==> src/rtl/problem1.sv <==
// Three-input truth-table evaluator (default: majority) with a registered copy of
// the output and a saturating rising-edge counter. Optional macro: PROBLEM1_SYNC_EN.
module problem1 #(
  parameter logic [7:0] TT    = 8'b1110_1000,
  parameter int         CNT_W = 8
) (
  output logic             X,
  input  logic             A,
  input  logic             B,
  input  logic             C,
  input  logic             clk,
  input  logic             rst_n,
  output logic             x_q,
  output logic [CNT_W-1:0] rise_cnt,
  input  logic             cnt_clr
);

  logic x_d;
  logic rise;

  // An unknown index yields X, so unknown inputs are never masked to 0.
  assign X = TT[{A, B, C}];

`ifdef PROBLEM1_SYNC_EN
  logic [2:0] sync1;
  logic [2:0] sync2;

  // NOTE: sequential state uses non-blocking assignments so every flop samples
  // the pre-edge value of its source and the two stages stay distinct.
  always_ff @(posedge clk or negedge rst_n) begin
    if (!rst_n) begin
      sync1 <= '0;
      sync2 <= '0;
    end else begin
      sync1 <= {A, B, C};
      sync2 <= sync1;
    end
  end

  assign x_d = TT[sync2];
`else
  assign x_d = X;
`endif

  // x_q itself holds the previous registered value, so a rise is "new 1, old 0".
  assign rise = x_d & ~x_q;

  always_ff @(posedge clk or negedge rst_n) begin
    if (!rst_n) begin
      x_q      <= 1'b0;
      rise_cnt <= '0;
    end else begin
      x_q <= x_d;
      if (cnt_clr) begin
        rise_cnt <= '0;
      end else if (rise && (rise_cnt != {CNT_W{1'b1}})) begin
        rise_cnt <= rise_cnt + CNT_W'(1);
      end
    end
  end

endmodule

==> config.mk <==
export PLATFORM = sky130hd
export DESIGN_NAME = problem1
export DESIGN_NICKNAME = d
export VERILOG_FILES = /design/src/rtl/problem1.sv
export SDC_FILE = /design/constraint.sdc
export NUM_CORES = 1
export LEC_CHECK = 0
export ABC_AREA = 1
export BUFFER_PORTS_ARGS = -buffer_cell sky130_fd_sc_hd__buf_2
export CORE_AREA = 3 3 40 42
export CTS_CLUSTER_SIZE = 10
export DETAILED_ROUTE_END_ITERATION = 6
export DIE_AREA = 0 0 43 45
export PLACE_DENSITY_LB_ADDON = 0.2
export SLEW_MARGIN = 5
export SYNTH_ARGS = -nofsm -noshare
export SYNTH_HDL_FRONTEND = slang
export SYNTH_SLANG_ARGS = --single-unit
==> constraint.sdc <==
create_clock -name clk -period 1.85 [get_ports clk]
set_input_delay 0.37 -clock clk [delete_from_list [all_inputs] [get_ports clk]]
set_output_delay 0.37 -clock clk [all_outputs]
set_load 0.005 [all_outputs]
==> flow_summary.json, run 1 <==
{
  "cap_viol_max_count": 0,
  "ys.warnings.count": 0,
  "finalSetupViolations": 0,
  "hold_path_startpoint": "B",
  "synth_simple_gate_area_share_pct": 44.44,
  "whs_path_depth": 5,
  "top_level_ports": 16,
  "r2r_start": "rise_cnt[0]$_DFFE_PN0P_",
  "gpl.final_weighted_congestion": 0.8016,
  "setup.worst_path.class": "flop to flop",
  "fin_crit_sh_pct": 76.16,
  "rows": 13,
  "clk_root_buffer_cell": "clkbuf_4",
  "cts_max_level": 1,
  "final_hold_viol_count": 0,
  "final_nets": 111,
  "syn-instance-count": 83,
  "io_buffers": 15,
  "worst_case_register_to_register_setup_slack_ps": 440,
  "seq_area_frac_synth_pct": 37.74,
  "rsz_0062_raised_after_global_routing": "no",
  "grt_first_pass_wirelength_um": 2070,
  "die_area_um2": 1935,
  "hold_class": "primary input to flop",
  "power.leakage_nw": 0.4461,
  "routed_wirelength_um": 1288,
  "critical_path_arrival_ps": 1570,
  "largest_net_degree_at_the_start_of_global_routing": 10,
  "total_cts_buffers": 3,
  "clkLatencyLatePin_ps": 260,
  "length_of_the_first_detailed_routing_pass_in_iterations": 4,
  "power_density_nw_per_um2": 613.0,
  "grt_usage_pct": 15.04,
  "synthAdderAreaFrac_pct": 2.096,
  "max_freq_ghz": 0.7097,
  "most_common_cell_after_layout_fill_and_taps_aside": "nand2_1",
  "antenna-diode-count": 0,
  "drc": 0,
  "cts_tree": "built",
  "number_of_global_route_vias_before_repair": 499,
  "synth.cell_area_um2": 596.8,
  "fp.coreArea_um2": 1285,
  "end_kind": "flop",
  "ctsLongestPathBuffers": 2,
  "worst_hold_slack_ps": 436.4,
  "yosysUniqueCellTypes": 14,
  "avgRoutedWirePerCell_um": 10.92,
  "worst-path-max-fanout": 5,
  "run_status": "finished clean",
  "drt_iter0_drc": 15,
  "period_needed_ps": 1409,
  "worstRegToRegCells": 7,
  "maxSlewViolCount": 0,
  "worst_ir_drop_vdd_v": 0.0004351,
  "worst_setup_path_start_kind": "flop",
  "post_cts.repair.setup_buffers": 0,
  "vias": 573,
  "grt.overflow.total": 0,
  "final_layout_size_suffix_gt1_share_pct": 30.10,
  "detailedPlacementHpwl_um": 1003,
  "hold-path-endpoint": "x_q$_DFF_PN0_",
  "critPathLaunch": "rise_cnt[0]$_DFFE_PN0P_",
  "worstReg2RegEnd": "rise_cnt[7]$_DFFE_PN0P_",
  "synthXorXnorAreaFrac_pct": 4.403,
  "worst_case_headroom_to_the_max_slew_limit_pct": 81.03,
  "areaGrowthSynthToFinish_pct": 21.80,
  "die_h_um": 45,
  "effective_utilization_at_floorplan_pct": 46.45,
  "synth_compound_gate_area_share_pct": 3.145,
  "post_cts.resized_instances": 0,
  "synth_nets": 90,
  "worst-slew-pin-transition_ps": 284.2,
  "vias_per_cell": 4.856,
  "synth_top_family_by_area": "simple AND/OR/NAND/NOR gates",
  "crit_required_ps": 2010,
  "clock_sinks": 9,
  "finalSetupTns_ps": 0,
  "postSynthRegisterBits": 9,
  "finClkSkew_ps": 2.802,
  "yosys-mux-area-fraction_pct": 0,
  "clock_pin_slew_worst_setup_and_hold_paths_ps": 60,
  "antenna_found_initial": 0,
  "layout.cells.most_common_list": "nand2_1, buf_2, inv_1, nand3_1, dfrtp_1",
  "syn_avg_cell_area_um2": 7.191,
  "floorplan.die.width_um": 43,
  "drt.antenna.violating_nets": 0
}
-- cells by family (layout without fill, tap and decap cells) --
logic type	Yosys count	count (layout)
AND/OR/NAND/NOR	54	54
buffers and inverters	13	33
flip-flops	9	9
AO/OA/AOI/OAI	3	3
XOR/XNOR	3	3
adder cells (fa/ha/maj)	1	1
-- synthesized netlist by cell type --
library cell	instances	area [um2]
xnor2_1	1	8.760
a21oi_1	2	10.01
nand3_2	3	30.03
nor2_4	2	22.52
nor2_2	2	12.51
nand3_1	9	45.04
dfrtp_1	9	225.2
nor2_1	7	26.28
ha_1	1	12.51
nand2_2	5	31.28
inv_1	13	48.80
nand2_1	26	97.59
xor2_1	2	17.52
a21o_2	1	8.760
-- power breakdown --
group / internal, mW / total [mW] / switching [mW]
clock: 0.0834 / 0.158 / 0.0747
combinational: 0.0282 / 0.0704 / 0.0422
sequential: 0.206 / 0.217 / 0.0112
total: 0.317 / 0.446 / 0.128
-- worst max path at each step --
stage                         endpoint  cells after the start
2_1_floorplan  rise_cnt[7]$_DFFE_PN0P_                      7
6_report       rise_cnt[7]$_DFFE_PN0P_                      7
5_1_grt        rise_cnt[7]$_DFFE_PN0P_                      7
4_1_cts        rise_cnt[2]$_DFFE_PN0P_                      7
3_5_place_dp   rise_cnt[2]$_DFFE_PN0P_                      7
3_3_place_gp   rise_cnt[7]$_DFFE_PN0P_                      7
-- through the flow --
| step | instance area (um2) | instances | power (mW) | utilization (%) | setup slack, ps |
|---|---|---|---|---|---|
| after CTS | 726.9 | 118 | 0.4520 | 56.57 | 430.6 |
| after detailed placement | 690.7 | 113 | 0.2909 | 53.75 | 437.8 |
| final | 726.9 | 118 | 0.4456 | 56.57 | 441.1 |
| after global placement | 690.7 | 113 | 0.2889 | 53.75 | 511.0 |
| after floorplan | 596.8 | 83 | 0.2590 | - | 545.0 |
| after global routing | 726.9 | 118 | 0.4686 | 56.57 | 319.4 |
-- state kept, by name (all words and copies together), names as in the netlist --
name / flops
x_q: 1
rise_cnt: 8
-- area by class of cell --
type,count,area (um2)
repair buffers,16,85.08
flip-flops and latches,9,225.2
well taps,15,18.77
inverters,13,48.80
multi-input cells,61,322.8
clock buffers,4,26.28
fillers,120,558.0
-- layer usage --
| layer | GRT usage, % | share of wire [%] | vias up |
|---|---|---|---|
| met5 | 0 | 0 | - |
| met4 | 12.65 | 3.3 | 0 |
| met3 | 2.390 | 3.1 | 4 |
| met2 | 24.55 | 48 | 10 |
| met1 | 17.33 | 45 | 266 |
| li1 | - | - | 293 |
-- repair_timing --
| action | in CTS | in global routing |
|---|---|---|
| hold endpoints to repair | 9 | 0 |
| setup endpoints to repair | 0 | 0 |
| hold buffers | 1 | 0 |
-- worst max-delay path, stage by stage, from the launching register on --
cell	delay, ps
dfrtp_1	430
ha_1	260
nand3_1	140
nor2_2	60
nor2_2	230
nand3_2	90
nand2_1	70
inv_1	30
Note: power is estimated with default switching activity, not from simulation.
==> run 2: changes to the inputs <==
--- a/config.mk
+++ b/config.mk
@@ -5,7 +5,7 @@
 export SDC_FILE = /design/constraint.sdc
 export NUM_CORES = 1
 export LEC_CHECK = 0
-export ABC_AREA = 1
+export ABC_AREA = 0
 export BUFFER_PORTS_ARGS = -buffer_cell sky130_fd_sc_hd__buf_2
 export CORE_AREA = 3 3 40 42
 export CTS_CLUSTER_SIZE = 10
==> constraint.sdc (replaced) <==
create_clock -name clk -period 1.2 [get_ports clk]
set_input_delay 0.24 -clock clk [delete_from_list [all_inputs] [get_ports clk]]
set_output_delay 0.24 -clock clk [all_outputs]
set_load 0.005 [all_outputs]
==> run 2 against run 1 <==
Compared with the run above:
- the flow now finishes with violations (negative setup slack)
- power is 51% higher
- non-clock buffer count is 17 higher
- global-route usage is 2.0 points higher
- synthesized cell count is 37% lower
- combinational power is 63% higher
- critical path depth is 2 lower
- setup slack worse by 510 ps
- worst hold slack worse by 230 ps
- flip-flop and latch count stayed put
==> flow_summary.json, run 2 <==
{
  "antenna-diode-count": 0,
  "ys.warnings.count": 0,
  "seq_area_frac_synth_pct": 42.35,
  "length_of_the_first_detailed_routing_pass_in_iterations": 2,
  "rsz_0062_raised_after_global_routing": "yes",
  "synth.cell_area_um2": 531.8,
  "worst_case_register_to_register_setup_slack_ps": -70,
  "layout.cells.most_common_list": "buf_4, buf_2, buf_6, dfrtp_1",
  "grt.overflow.total": 0,
  "hold_class": "primary input to flop",
  "yosysUniqueCellTypes": 28,
  "worst_case_headroom_to_the_max_slew_limit_pct": 85.34,
  "final_layout_size_suffix_gt1_share_pct": 63.64,
  "end_kind": "flop",
  "finalSetupTns_ps": -228.1,
  "fin_crit_sh_pct": 106.1,
  "effective_utilization_at_floorplan_pct": 41.38,
  "worst_setup_path_start_kind": "flop",
  "drc": 0,
  "syn-instance-count": 52,
  "grt_usage_pct": 17.02,
  "total_power_mw": 0.6722,
  "period_needed_ps": 1273,
  "final_nets": 96,
  "max_freq_ghz": 0.7853,
  "synth_edf_count": 0,
  "clk_root_buffer_cell": "clkbuf_4",
  "clkLatencyLatePin_ps": 250,
  "layout_top_registers": "rise_cnt: 8 flops, x_q: 1 flops",
  "critical_path_arrival_ps": 1460,
  "grt_use_met2_pct": 30.84,
  "power_density_nw_per_um2": 769.7,
  "rows": 13,
  "setup.worst_path.class": "flop to flop",
  "total_cts_buffers": 3,
  "vias": 539,
  "dpl_cell_area_um2": 757.0,
  "grt_first_pass_wirelength_um": 2484,
  "post_synth_main_area_contributors": "dfrtp_1, a21oi_1, mux2i_1",
  "postSynth.asyncResetShare_pct": 100.0,
  "drt_iter0_drc": 3,
  "postLayoutCellArea_um2": 873.3,
  "worst_ir_drop_vdd_v": 0.0005302,
  "synthMostInstantiatedCell": "dfrtp_1",
  "cap_viol_max_count": 0,
  "finClkSkew_ps": 0.3490,
  "cts_tree": "built",
  "failing_checks": "negative setup slack",
  "crit_required_ps": 1380,
  "busiest_layer": "met2",
  "top_level_ports": 16,
  "ctsLongestPathBuffers": 2,
  "worst-slew-pin-transition_ps": 217.7,
  "synth_top_cells_by_count": "dfrtp_1, a21oi_1, nor2_1",
  "grt_util_met1_pct": 20.15,
  "finalSetupViolations": 6,
  "areaGrowthSynthToFinish_pct": 64.24,
  "avgRoutedWirePerCell_um": 14.69,
  "syn_avg_cell_area_um2": 10.23,
  "vias_per_cell": 5.233,
  "max_ffs_per_register": 8,
  "clock_sinks": 9,
  "number_of_global_route_vias_before_repair": 546,
  "io_buffers": 15,
  "postSynthRegisterBits": 9,
  "routed_wirelength_um": 1513,
  "detailedPlacementHpwl_um": 1208,
  "flip_flop_cell_with_the_highest_count_after_synthesis": "dfrtp_1",
  "gpl.final_weighted_congestion": 0.7908,
  "global_route.usage.met3_pct": 4.382,
  "die_area_um2": 1935,
  "floorplan.die.width_um": 43,
  "maxSlewViolCount": 0,
  "die_h_um": 45,
  "regMostFlops": "rise_cnt",
  "cts_max_level": 1,
  "synth_top_area_cell": "dfrtp_1",
  "largest_net_degree_at_the_start_of_global_routing": 10,
  "most_common_cell_after_layout_fill_and_taps_aside": "buf_4",
  "clock_pin_slew_worst_setup_and_hold_paths_ps": 60,
  "synth_nets": 59,
  "power.leakage_nw": 0.4070,
  "worst-path-max-fanout": 6,
  "post-route-worst-setup-slack_ps": -73.44,
  "drt.antenna.violating_nets": 0,
  "run_status": "complete, but fails checks",
  "antenna_found_initial": 0,
  "final_hold_viol_count": 0,
  "synthDominantCellAreaShare_pct": 42.35,
  "fp.coreArea_um2": 1285
}
## run 2: cell count changes in the layout (fill, tap and decap cells not counted), sizes merged, moves of 3 or more
cell,delta
a21oi,+3
buf,+17
inv,-13
nand2,-29
nand2b,+3
nand3,-10
nor2,-6
## run 2: path summary, 6_finish.rpt
kind                                               from                 endpoint  depth (start not counted)
max in group asynchronous                         rst_n  rise_cnt[0]$_DFFE_PN0P_                          2
worst min register to register  rise_cnt[2]$_DFFE_PN0P_  rise_cnt[2]$_DFFE_PN0P_                          2
worst max-delay path            rise_cnt[0]$_DFFE_PN0P_  rise_cnt[0]$_DFFE_PN0P_                          5
worst max register to register  rise_cnt[0]$_DFFE_PN0P_  rise_cnt[0]$_DFFE_PN0P_                          5
worst min-delay path                            cnt_clr  rise_cnt[6]$_DFFE_PN0P_                          2
min in group asynchronous                         rst_n  rise_cnt[4]$_DFFE_PN0P_                          2
## run 2: report_power, final
group / leakage [nW] / internal (mW) / switching, mW
combinational: 0.275 / 0.0666 / 0.0483
sequential: 0.117 / 0.311 / 0.0101
clock: 0.0150 / 0.128 / 0.108
total: 0.407 / 0.506 / 0.166
## run 2: repair_timing
| action | CTS | global route |
|---|---|---|
| setup endpoints to repair | 7 | 14 |
| hold buffers | 1 | 0 |
| hold endpoints to repair | 9 | 0 |
| pin swaps | 5 | 7 |
| setup buffers | 0 | 2 |
| gates resized for setup | 9 | 7 |
## run 2: per-layer routing
metal	wire [um]	up-vias
met5	0	-
met4	10	0
li1	-	270
met3	42	2
met1	643	256
met2	816	11
## run 2: cell type report
type | instances | area, um2
clock buffer | 4 | 26.28
tap | 15 | 18.77
timing repair buffer | 33 | 236.5
fill | 103 | 411.6
multi-input combinational | 42 | 361.6
sequential | 9 | 230.2
## run 2: worst max-delay path, cell delays in order (launching register included)
cell	delay, ps
dfrtp_2	440
ha_4	180
nand3_4	90
nor2_4	60
or3_1	320
a21oi_2	120
## run 2: logic make-up after synthesis
group / share of synthesized area, %
fa+ha+maj: 4.940
compound gates: 9.412
mux: 6.588
simple gates: 35.30
buf+inv: 1.412
flops: 42.35
## run 2: per-stage QoR
stage	std cells	hold slack [ps]	setup WS [ps]	utilization, %
after global placement	96	105.6	-139.7	58.91
after detailed placement	96	106.9	-155.9	58.91
after global routing	103	215.3	-151.2	67.96
after CTS	101	198.5	-71.86	65.04
final	103	204.9	-73.44	67.96
after floorplan	52	-55.59	-77.77	-
==> run 3: changes to the inputs <==
==> constraint.sdc (replaced) <==
create_clock -name clk -period 1.22 [get_ports clk]
set_input_delay 0.244 -clock clk [delete_from_list [all_inputs] [get_ports clk]]
set_output_delay 0.244 -clock clk [all_outputs]
set_load 0.005 [all_outputs]
==> run 3 against run 2 <==
Compared with the run above:
- the flow still finishes with violations (negative setup slack)
- clock skew increased by 1.0 ps
- non-clock buffer count is 2 lower
- core utilization fell by 1.7 points
- final cell count shrank 1.9%
- critical path type unchanged
- critical endpoint is now rise_cnt[4]$_DFFE_PN0P_
- highest routed layer unchanged
==> flow_summary.json, run 3 (synthesis results as in run 2) <==
{
  "worst_ir_drop_vdd_v": 0.0004250,
  "cts_max_level": 1,
  "run_status": "complete, but fails checks",
  "drt_iter0_drc": 4,
  "largest_net_degree_at_the_start_of_global_routing": 10,
  "power.leakage_nw": 0.4175,
  "cap_viol_max_count": 0,
  "max_ffs_per_register": 8,
  "busiest_layer": "met2",
  "layout.core_utilization_pct": 66.31,
  "failing_checks": "negative setup slack",
  "ctsLongestPathBuffers": 2,
  "clkLatencyLatePin_ps": 260,
  "fp.coreArea_um2": 1285,
  "global_route.usage.met3_pct": 6.375,
  "grt_util_met1_pct": 20.00,
  "length_of_the_first_detailed_routing_pass_in_iterations": 5,
  "finClkSkew_ps": 1.380,
  "layout.cells.most_common_list": "buf_2, buf_4, dfrtp_1, nor2_1, a21oi_1",
  "fill_cells": 90,
  "avgRoutedWirePerCell_um": 13.84,
  "regMostFlops": "rise_cnt",
  "worst-slew-pin-transition_ps": 251.9,
  "finalSetupViolations": 5,
  "drc": 0,
  "number_of_global_route_vias_before_repair": 504,
  "top_level_ports": 16,
  "grt_usage_pct": 16.29,
  "max_freq_ghz": 0.7886,
  "cts_tree": "built",
  "final_nets": 94,
  "grt_use_met2_pct": 25.45,
  "dp_cell_count": 95,
  "postLayoutCellArea_um2": 852.1,
  "rsz_0062_raised_after_global_routing": "yes",
  "power_density_nw_per_um2": 773.7,
  "setup.worst_path.class": "flop to flop",
  "vias_per_cell": 5.356,
  "final_layout_size_suffix_gt1_share_pct": 60.47,
  "total_cts_buffers": 3,
  "grt_first_pass_wirelength_um": 2256,
  "clock_pin_slew_worst_setup_and_hold_paths_ps": 60,
  "die_h_um": 45,
  "routed_wirelength_um": 1398,
  "worst-path-max-fanout": 3,
  "areaGrowthSynthToFinish_pct": 60.24,
  "critical_path_arrival_ps": 1410,
  "layout_top_registers": "rise_cnt: 8 flops, x_q: 1 flops",
  "gpl.final_weighted_congestion": 0.7412,
  "final_hold_viol_count": 0,
  "post-route-worst-setup-slack_ps": -48.08,
  "crit_required_ps": 1370,
  "fin_cells": 101,
  "maxSlewViolCount": 0,
  "end_kind": "flop",
  "die_area_um2": 1935,
  "antenna-diode-count": 0,
  "grt.overflow.total": 0,
  "detailedPlacementHpwl_um": 1003,
  "io_buffers": 15,
  "hold_class": "primary input to flop",
  "rows": 13,
  "dpl_cell_area_um2": 757.0,
  "finalSetupTns_ps": -120.3,
  "fin_crit_sh_pct": 103.9,
  "worst_setup_path_start_kind": "flop",
  "most_common_cell_after_layout_fill_and_taps_aside": "buf_2",
  "period_needed_ps": 1268,
  "clock_sinks": 9,
  "effective_utilization_at_floorplan_pct": 41.38,
  "drt.antenna.violating_nets": 0,
  "antenna_found_initial": 0,
  "vias": 541,
  "worst_case_headroom_to_the_max_slew_limit_pct": 82.97,
  "floorplan.die.width_um": 43,
  "clk_root_buffer_cell": "clkbuf_4"
}
-- run 3: cell types whose count changed in the layout (fill, tap and decap cells not counted), moves of 2 or more --
| cell | before | now |
|---|---|---|
| buf_4 | 14 | 12 |
| buf_6 | 5 | 2 |
| buf_2 | 13 | 15 |
| dfrtp_1 | 5 | 7 |
| dfrtp_2 | 4 | 2 |
-- run 3: path summary, 6_finish.rpt --
| kind | startpoint | to | slack [ps] | depth (start not counted) |
|---|---|---|---|---|
| worst max-delay path | rise_cnt[0]$_DFFE_PN0P_ | rise_cnt[4]$_DFFE_PN0P_ | -50 | 4 |
| worst min-delay path | cnt_clr | rise_cnt[6]$_DFFE_PN0P_ | 190 | 2 |
| worst max register to register | rise_cnt[0]$_DFFE_PN0P_ | rise_cnt[4]$_DFFE_PN0P_ | -50 | 4 |
| worst min register to register | rise_cnt[2]$_DFFE_PN0P_ | rise_cnt[2]$_DFFE_PN0P_ | 650 | 2 |
| max in group asynchronous | rst_n | rise_cnt[7]$_DFFE_PN0P_ | 670 | 2 |
| min in group asynchronous | rst_n | rise_cnt[6]$_DFFE_PN0P_ | 360 | 2 |
-- run 3: power breakdown --
part	internal [mW]	total, mW	leakage, nW	switching [mW]
sequential	0.305	0.313	0.119	0.00810
clock	0.126	0.237	0.0150	0.110
combinational	0.0634	0.110	0.283	0.0462
total	0.495	0.659	0.417	0.165
-- run 3: cell type report --
| type | count | area (um2) | area share [%] |
|---|---|---|---|
| Tap cell | 15 | 18.77 | 2.203 |
| Multi-Input combinational cell | 42 | 361.6 | 42.44 |
| Clock buffer | 4 | 26.28 | 3.084 |
| Sequential cell | 9 | 227.7 | 26.73 |
| Timing Repair Buffer | 31 | 217.7 | 25.55 |
-- run 3: metrics by stage --
step	setup WS [ps]	hold slack (ps)	power, mW
after CTS	-37.67	189.7	0.6589
after global routing	-78.09	178.5	0.7011
final	-48.08	191.3	0.6593
after detailed placement	-166.3	112.9	0.4189
after floorplan	-57.77	-51.59	0.3584
after global placement	-141.7	111.1	0.4180
-- run 3: critical path, stage by stage (launching register included) --
cell and delay (ps):
dfrtp_1 410, ha_4 190, and2_4 150, nand4_1 100, mux2_4 300
-- run 3: per-layer routing --
layer	up-vias	routed length (um)
met5	-	0
met4	0	7
met3	4	99
met2	25	678
met1	246	613
li1	266	-
-- run 3: repair_timing --
action / in CTS / in global routing
hold buffers: 1 / 0
endpoints found under the hold margin: 9 / 0
pin swaps: 8 / 10
setup buffers: 1 / 0
resized for setup: 1 / 12
setup endpoints to repair: 6 / 11
